File: src/rtl/vga_timing_decoder.sv
// Receive-side VGA timing recovery: rebuilds x/y/de from active-low hs/vs,
// measures line and frame totals, and qualifies the timing with a lock FSM.
module vga_timing_decoder #(
  parameter int H_ACTIVE     = 640,
  parameter int H_SYNC_START = 656,
  parameter int V_ACTIVE     = 480,
  parameter int V_SYNC_START = 491,
  parameter int LOCK_FRAMES  = 2
) (
  input  logic       clk,
  input  logic       rst,
  input  logic       hs,
  input  logic       vs,
  output logic [9:0] x,
  output logic [9:0] y,
  output logic       de,
  output logic       locked,
  output logic [9:0] h_total,
  output logic [9:0] v_total,
  output logic       err
);

  localparam logic [9:0] H_ACT  = 10'(H_ACTIVE);
  localparam logic [9:0] V_ACT  = 10'(V_ACTIVE);
  localparam logic [9:0] X_LOAD = 10'(H_SYNC_START + 1);
  localparam logic [9:0] Y_LOAD = 10'(V_SYNC_START);
  localparam logic [1:0] LOCK_N = 2'(LOCK_FRAMES);
  localparam logic [9:0] CNT_MAX = 10'd1023;

  typedef enum logic [1:0] {SEARCH, TRACK, LOCKED} state_t;

  state_t     state, state_n;
  logic       hs_d, vs_d;
  logic [9:0] hp, lc;
  logic [9:0] h_first, prev_h, prev_lc;
  logic       h_first_vld, h_bad, prev_vld;
  logic [1:0] mc, mc_n;
  logic       err_q, err_n;

  logic       hs_fall, vs_fall, line_adv;
  logic       hp_sat, lc_sat, h_bad_eff, frame_match;
  logic [9:0] period, lc_eff, h_first_eff, x_n, y_n;

  // A simultaneous hs fall is folded into the ending frame before vs acts on it.
  always_comb begin
    hs_fall     = hs_d & ~hs;
    vs_fall     = vs_d & ~vs;
    period      = hp + 10'd1;
    hp_sat      = !hs_fall && (hp == CNT_MAX - 10'd1);
    lc_sat      = hs_fall && (lc == CNT_MAX - 10'd1);
    lc_eff      = lc;
    h_first_eff = h_first;
    h_bad_eff   = h_bad;
    if (hs_fall) begin
      if (lc != CNT_MAX) lc_eff = lc + 10'd1;
      if (!h_first_vld) h_first_eff = period;
      else if (period != h_first) h_bad_eff = 1'b1;
    end
    frame_match = !h_bad_eff &&
                  (!prev_vld || (h_first_eff == prev_h && lc_eff == prev_lc));
  end

  always_comb begin
    x_n      = x;
    y_n      = y;
    line_adv = 1'b0;
    if (hs_fall) begin
      x_n = X_LOAD;
    end else if (h_total == 10'd0) begin
      x_n = (x == CNT_MAX) ? x : x + 10'd1;
    end else if (x == h_total - 10'd1) begin
      x_n      = 10'd0;
      line_adv = 1'b1;
    end else begin
      x_n = x + 10'd1;
    end
    if (vs_fall) y_n = Y_LOAD;
    else if (line_adv) y_n = (y == v_total - 10'd1) ? 10'd0 : y + 10'd1;
  end

  always_comb begin
    state_n = state;
    mc_n    = mc;
    err_n   = hp_sat || lc_sat;
    case (state)
      SEARCH: begin
        if (vs_fall) begin
          state_n = TRACK;
          mc_n    = 2'd0;
        end
      end
      TRACK: begin
        if (vs_fall) begin
          if (frame_match) begin
            mc_n = mc + 2'd1;
            if (mc + 2'd1 == LOCK_N) state_n = LOCKED;
          end else begin
            mc_n = 2'd0;
          end
        end
      end
      LOCKED: begin
        if ((hs_fall && period != h_total) || (vs_fall && lc_eff != v_total))
          err_n = 1'b1;
      end
      default: state_n = SEARCH;
    endcase
    if (err_n) begin
      state_n = SEARCH;
      mc_n    = 2'd0;
    end
  end

  always_ff @(posedge clk) begin
    if (rst) begin
      state       <= SEARCH;
      mc          <= 2'd0;
      err_q       <= 1'b0;
      hs_d        <= 1'b1;
      vs_d        <= 1'b1;
      hp          <= 10'd0;
      lc          <= 10'd0;
      x           <= 10'd0;
      y           <= 10'd0;
      de          <= 1'b0;
      h_total     <= 10'd0;
      v_total     <= 10'd0;
      h_first     <= 10'd0;
      h_first_vld <= 1'b0;
      h_bad       <= 1'b0;
      prev_h      <= 10'd0;
      prev_lc     <= 10'd0;
      prev_vld    <= 1'b0;
    end else begin
      state <= state_n;
      mc    <= mc_n;
      err_q <= err_n;
      hs_d  <= hs;
      vs_d  <= vs;
      x     <= x_n;
      y     <= y_n;
      de    <= (state_n == LOCKED) && (x_n < H_ACT) && (y_n < V_ACT);
      if (hs_fall) begin
        hp      <= 10'd0;
        h_total <= period;
      end else if (hp != CNT_MAX) begin
        hp <= hp + 10'd1;
      end
      // The frame just closed becomes the reference only if it was fully tracked.
      if (vs_fall) begin
        lc          <= 10'd0;
        v_total     <= lc_eff;
        prev_h      <= h_first_eff;
        prev_lc     <= lc_eff;
        prev_vld    <= (state != SEARCH);
        h_first_vld <= 1'b0;
        h_bad       <= 1'b0;
      end else if (hs_fall) begin
        lc          <= lc_eff;
        h_first     <= h_first_eff;
        h_first_vld <= 1'b1;
        h_bad       <= h_bad_eff;
      end
    end
  end

  assign locked = (state == LOCKED);
  assign err    = err_q & ~rst;

endmodule

File: config.mk
export PLATFORM = sky130hd
export DESIGN_NAME = vga_timing_decoder
export DESIGN_NICKNAME = d
export VERILOG_FILES = /design/src/rtl/vga_timing_decoder.sv
export SDC_FILE = /design/constraint.sdc
export NUM_CORES = 1
export LEC_CHECK = 0
export ABC_CLOCK_PERIOD_IN_PS = 5750
export BUFFER_PORTS_ARGS = -buffer_cell sky130_fd_sc_hd__buf_4
export CORE_MARGIN = 8
export CORE_UTILIZATION = 60
export DETAILED_ROUTE_END_ITERATION = 10
export PLACE_DENSITY_LB_ADDON = 0.25
export SLEW_MARGIN = 20
export SYNTH_ARGS = -nofsm -noshare
export SYNTH_HDL_FRONTEND = slang
export SYNTH_SLANG_ARGS = --single-unit
File: constraint.sdc
create_clock -name clk -period 5.75 [get_ports clk]
set_input_delay 0.8625 -clock clk [delete_from_list [all_inputs] [get_ports clk]]
set_output_delay 0.8625 -clock clk [all_outputs]
set_load 0.05 [all_outputs]
== Word level (Yosys, flattened, before mapping) ==
Index checks and enable logic that the tools add are counted.
Widths: inputs -> output; s select.

* Bits in registers: 91
* Latch bits: 0
* RAM bits: 0
* Bits in read-only memories: 0
* Input port bits: 4
* Output and inout port bits: 43
* Memories kept: 0

* $add $sub $neg: 7
* $mul: 0
* Divide/modulo/power cells: 0
* $lt $le $gt $ge: 2
* Eq/ne operators: 18
* Shifts and indexed selects: 0
* Multiplexer cells: 29
* Bitwise logic cells: 7
* Reductions and logical operators: 23

{| class="wikitable"
|+ Operator list
! kind !! number
|-
| $mux 10 || 11
|-
| $add 10x1->10 const B || 4
|-
| $eq 10x10->1 || 4
|-
| $eq 10x10->1 const B || 3
|-
| $ne 10x10->1 || 3
|-
| $ne 10x10->1 const B || 2
|-
| $sub 10x1->10 const B || 2
|-
| $mux 2 || 8
|-
| $logic_not 10->1 || 1
|-
| $lt 10x10->1 const B || 1
|-
| $lt 10x9->1 const B || 1
|-
| $logic_and 1x1->1 || 8
|-
| $mux 1 || 8
|-
| $eq 2x2->1 const B || 3
|-
| $pmux 2 s3 || 1
|-
| $reduce_or 2->1 || 3
|-
| $ne 2x2->1 const B || 2
|-
| $not 1->1 || 4
|-
| $pmux 2 s2 || 1
|-
| $reduce_bool 2->1 || 2
|-
| $and 1x1->1 || 3
|-
| $logic_not 1->1 || 3
|-
| $logic_or 1x1->1 || 3
|-
| $reduce_and 3->1 || 1
|-
| 4 further kinds || 4
|}

== Logic depth before layout (Yosys ltp) ==
* Depth in word-level cells: 14
* Mapped depth: 12
* Mapped depth without buffers: 11

== Worst setup path after synthesis ==
No wires, ideal clock.

* Kind: register -> register
* Start: reg h_total[0]
* End: reg de
* Setup time: 127 ps
* Data arrival time: 3366 ps
* Required time: 5623 ps
* Setup slack: 2257 ps
* Stages on the path, launching flop included: 13
* Buffers on the path: 1
* Clock period less this slack: 3493 ps
* Path through: dfxtp_1 inv_1 ha_1 nor3b_4 o21a_1 a221o_1 a211o_1 or4_1 buf_2 o31ai_1 a21oi_1 a211o_1 nor4b_2

* Cells in the longest elaborated chain, start to end: 9
* Elaborated cells on any way between the ends: 22
* Those cells by class: add/sub (1); order compare (2); eq/ne (3); mux (11); reduce/logical (5)

{| class="wikitable"
|+ Ends and longest elaborated chain
! element !! line !! RTL
|-
| start: declaration || 18 || <nowiki>output logic [9:0] h_total,</nowiki>
|-
| start signal: assignment || 145 || <nowiki>h_total <= period;</nowiki>
|-
| $sub 10x1->10 or $ne 10x10->1 (tied branches) || 71, 103 ||
|-
| $eq 10x10->1 or $logic_and 1x1->1 (tied branches) || 71, 103 ||
|-
| $mux 1 or $logic_or 1x1->1 (tied branches) || 71, 103 ||
|-
| $mux 1 (on tied branches) || 69, 103 ||
|-
| $mux 1 (on tied branches) || 67, 85 ||
|-
| $mux 10 or $mux 2 (tied branches) || 78, 108 ||
|-
| $mux 10 or $eq 2x2->1 (tied branches) || 77, 142 ||
|-
| $lt 10x9->1 or $logic_and 1x1->1 (tied branches) || 142 || <nowiki>de <= (state_n == LOCKED) && (x_n < H_ACT) && (y_n < V_ACT);</nowiki>
|-
| $logic_and 1x1->1 (*) || 142 ||
|-
| end signal: assignment || 142 ||
|-
| end: declaration || 16 || <nowiki>output logic de,</nowiki>
|}

Mark *: on every way between the ends. The rest lies on a longest branch, timed or not.
A chain may end at the register's enable or synchronous reset.

== Final worst setup path ==
* Start: reg h_total[1]
* End: reg de

The elaborated chain is that of the path after synthesis.

==> impl_metrics.json <==
{
  "outcome": "finished, final reports clean",
  "yosys_warnings": 0,
  "fin_tns_setup_ns": 0,
  "grt_pass1_wl_um": 26100,
  "drv_slew": 0,
  "fin_crit_sh_pct": 62.8,
  "cts_root_buf": "clkbuf_8",
  "syn_nets": 762,
  "diodes": 0,
  "remaining_drc_errors": 0,
  "vdd_drop_max_mv": 0.141,
  "fmaxAchievable_mhz": 277,
  "max_stage_delay_ns": 0.80,
  "reg2reg_slack_ns": 2.14,
  "rsz0062_at_grt": "false",
  "grt_max_degree": 41,
  "cp.required_ns": 6.00,
  "drv_cap": 0,
  "initial_core_util_pct": 60.5,
  "crit_path_max_fanout": 17,
  "cts_buffer_depth": 2,
  "cp-start-kind": "flop",
  "cp.arrival_ns": 3.86,
  "post_cts_resized": 0,
  "reg2reg_depth": 11,
  "ant_nets": 0,
  "ys_ff_latch": 91,
  "drt_iter0_drc": 567,
  "totalWireLength_um": 16000,
  "synth_common_cells": "dfxtp_1 (91), nor2_1 (86), nand2_1 (53)",
  "post-cts-setup-buffers": 0,
  "drt-wirelength-per-cell_um": 18.0,
  "avgSynthCellArea_um2": 7.72,
  "crit_slowest_cell": "or4_1",
  "endpoint_kind": "flop",
  "design_area_um2": 6300,
  "crit_buf_inv": 1,
  "fin_ws_ns": 2.14,
  "synth_top_area_share_pct": 31.5,
  "p_leak_nw": 2.29,
  "cts_tree": "done",
  "die_w_um": 114,
  "grt_pass1_vias": 5437,
  "ys.flop_type": "dfxtp_1",
  "h-tree-depth": 3,
  "relSlewSlack_pct": 42.2,
  "cts.sinks": 91,
  "yosys-top-cells-area": "dfxtp_1 (32%), xnor2_1 (6.1%), nor2_1 (5.6%)",
  "pre_cts_ws_ns": 2.07,
  "critPathLaunch": "h_total[1]",
  "dieHeight_um": 114,
  "clk_pin_slew_ns": 0.09,
  "crit_type": "flop to flop",
  "placed_cell_area_um2": 6080,
  "seq_area_frac_synth_pct": 31.5,
  "clk-insertion-delay-late_ns": 0.37,
  "worstMarginPinSlew_ns": 0.861,
  "syn_area_um2": 5780,
  "place_hpwl_um": 11600,
  "p_per_area_nw_per_um2": 231,
  "die-area_um2": 13000,
  "p_total_w": 0.00146,
  "synth_cell_types": 73,
  "fin_skew_ns": 0.0149,
  "r2r_end": "de",
  "async_flop_share_pct": 0,
  "synth_top_cell_by_area": "dfxtp_1",
  "antenna_found_initial": 0,
  "coreArea_um2": 9550,
  "grt_overflow": 0,
  "area_growth_pct": 9.14,
  "cp.depth": 11,
  "io_buffers": 46,
  "post_drt_via_cell_ratio": 6.36,
  "cp_top_family": "simple AND/OR/NAND/NOR gates",
  "hold_violations": 0,
  "ios": 47,
  "hold_slack_ns": 0.474,
  "path_cells": "inv_1, ha_1, nor3b_4, o21a_1, a221o_1, a211o_1, or4_1, nor2_4, nand3b_1, a211o_1, nor4b_2",
  "rows": 36,
  "synth_edf_count": 0,
  "fill_cells": 836,
  "cp_common_cell": "a211o_1",
  "worstHoldPathType": "flop to flop",
  "cts-buffers-inserted": 9,
  "cts_hold_buffers": 0,
  "firstDrtPassIters": 8,
  "netlist_instances": 748,
  "setup_viol": 0,
  "finalWorstPathRequiredPeriod_ns": 3.61,
  "synth_most_common_cell": "dfxtp_1",
  "vias": 5652,
  "endpoint": "de",
  "track_usage_pct": 24.9,
  "gp_congestion": 0.920,
  "nNetsFinal": 765,
  "timing.rr.start": "h_total[1]",
  "drive_gt1_share_pct": 10.1
}
flip-flops by register name, summed over array words and instances (netlist names):
name         flops
de               1
err_q            1
h_bad            1
h_first         10
h_first_vld      1
h_total         10
hp              10
hs_d             1
lc              10
mc               2
prev_h          10
prev_lc         10
prev_vld         1
state            2
vs_d             1
x               10
y               10
worst min path at each step:
stage	to	depth (start not counted)	start
after global routing	prev_h[0]	2	prev_h[0]
after global placement	prev_vld	2	prev_vld
after detailed placement	prev_vld	2	prev_vld
after floorplan	prev_vld	2	prev_vld
after CTS	prev_vld	2	prev_vld
final	prev_vld	2	prev_vld
area by class of cell:
type / count / area (um2) / share of cell area (%)
flip-flops and latches: 91 / 1820 / 28.9
repair buffers: 50 / 375 / 5.95
well taps: 133 / 166 / 2.64
multi-input cells: 573 / 3620 / 57.5
clock inverters: 4 / 73.8 / 1.17
inverters: 26 / 97.6 / 1.55
clock buffers: 12 / 145 / 2.30
cells by family after synthesis:
group           Yosys count  share of synthesized area [%]
xor+xnor                 70                           10.9
flops                    91                           31.5
mux                       5                          0.867
compound gates          194                           22.2
simple gates            294                           26.6
buf+inv                  84                           5.81
fa+ha+maj                10                           2.17
power breakdown:
| group | internal, W | switching [W] |
|---|---|---|
| combinational | 0.000105 | 0.000168 |
| clock | 0.000257 | 0.000228 |
| sequential | 0.000655 | 0.0000449 |
layout by cell type (no fill, tap or decap), drive strengths merged, types with 12 or more instances in the layout:
cell type  instances
xor2              29
dfxtp             91
nor4              13
nand2             53
nor2              88
o21ai             35
clkbuf            12
a211oi            25
a21oi             51
nor3              16
a31oi             14
inv               26
nand4             14
nand3             30
buf               50
xnor2             40
stage by stage:
| step | std cells | util, % |
|---|---|---|
| global route | 889 | 66.0 |
| finish | 889 | 66.0 |
| detailed placement | 873 | 63.7 |
| global placement | 873 | 63.7 |
| CTS | 889 | 66.0 |
| floorplan | 748 | - |
worst reg2reg max path: cells and delay by family, from the launching register on:
| kind | cells | cell delay, ns |
|---|---|---|
| flip-flops | 1 | 0.50 |
| adder cells (fa/ha/maj) | 1 | 0.23 |
| buffers and inverters | 1 | 0.11 |
| AND/OR/NAND/NOR | 5 | 1.54 |
| AO/OA/AOI/OAI | 4 | 1.11 |
layer usage:
metal | vias up | part of all wire (%) | GRT usage (%) | wire, um
li1 | 2702 | - | - | -
met1 | 2696 | 41 | 28.5 | 6620
met2 | 212 | 49 | 43.2 | 7870
met3 | 42 | 6.9 | 5.27 | 1100
met4 | 0 | 2.7 | 11.9 | 432
met5 | - | 0 | 0 | 0
Power figures use the tool's default switching activity.
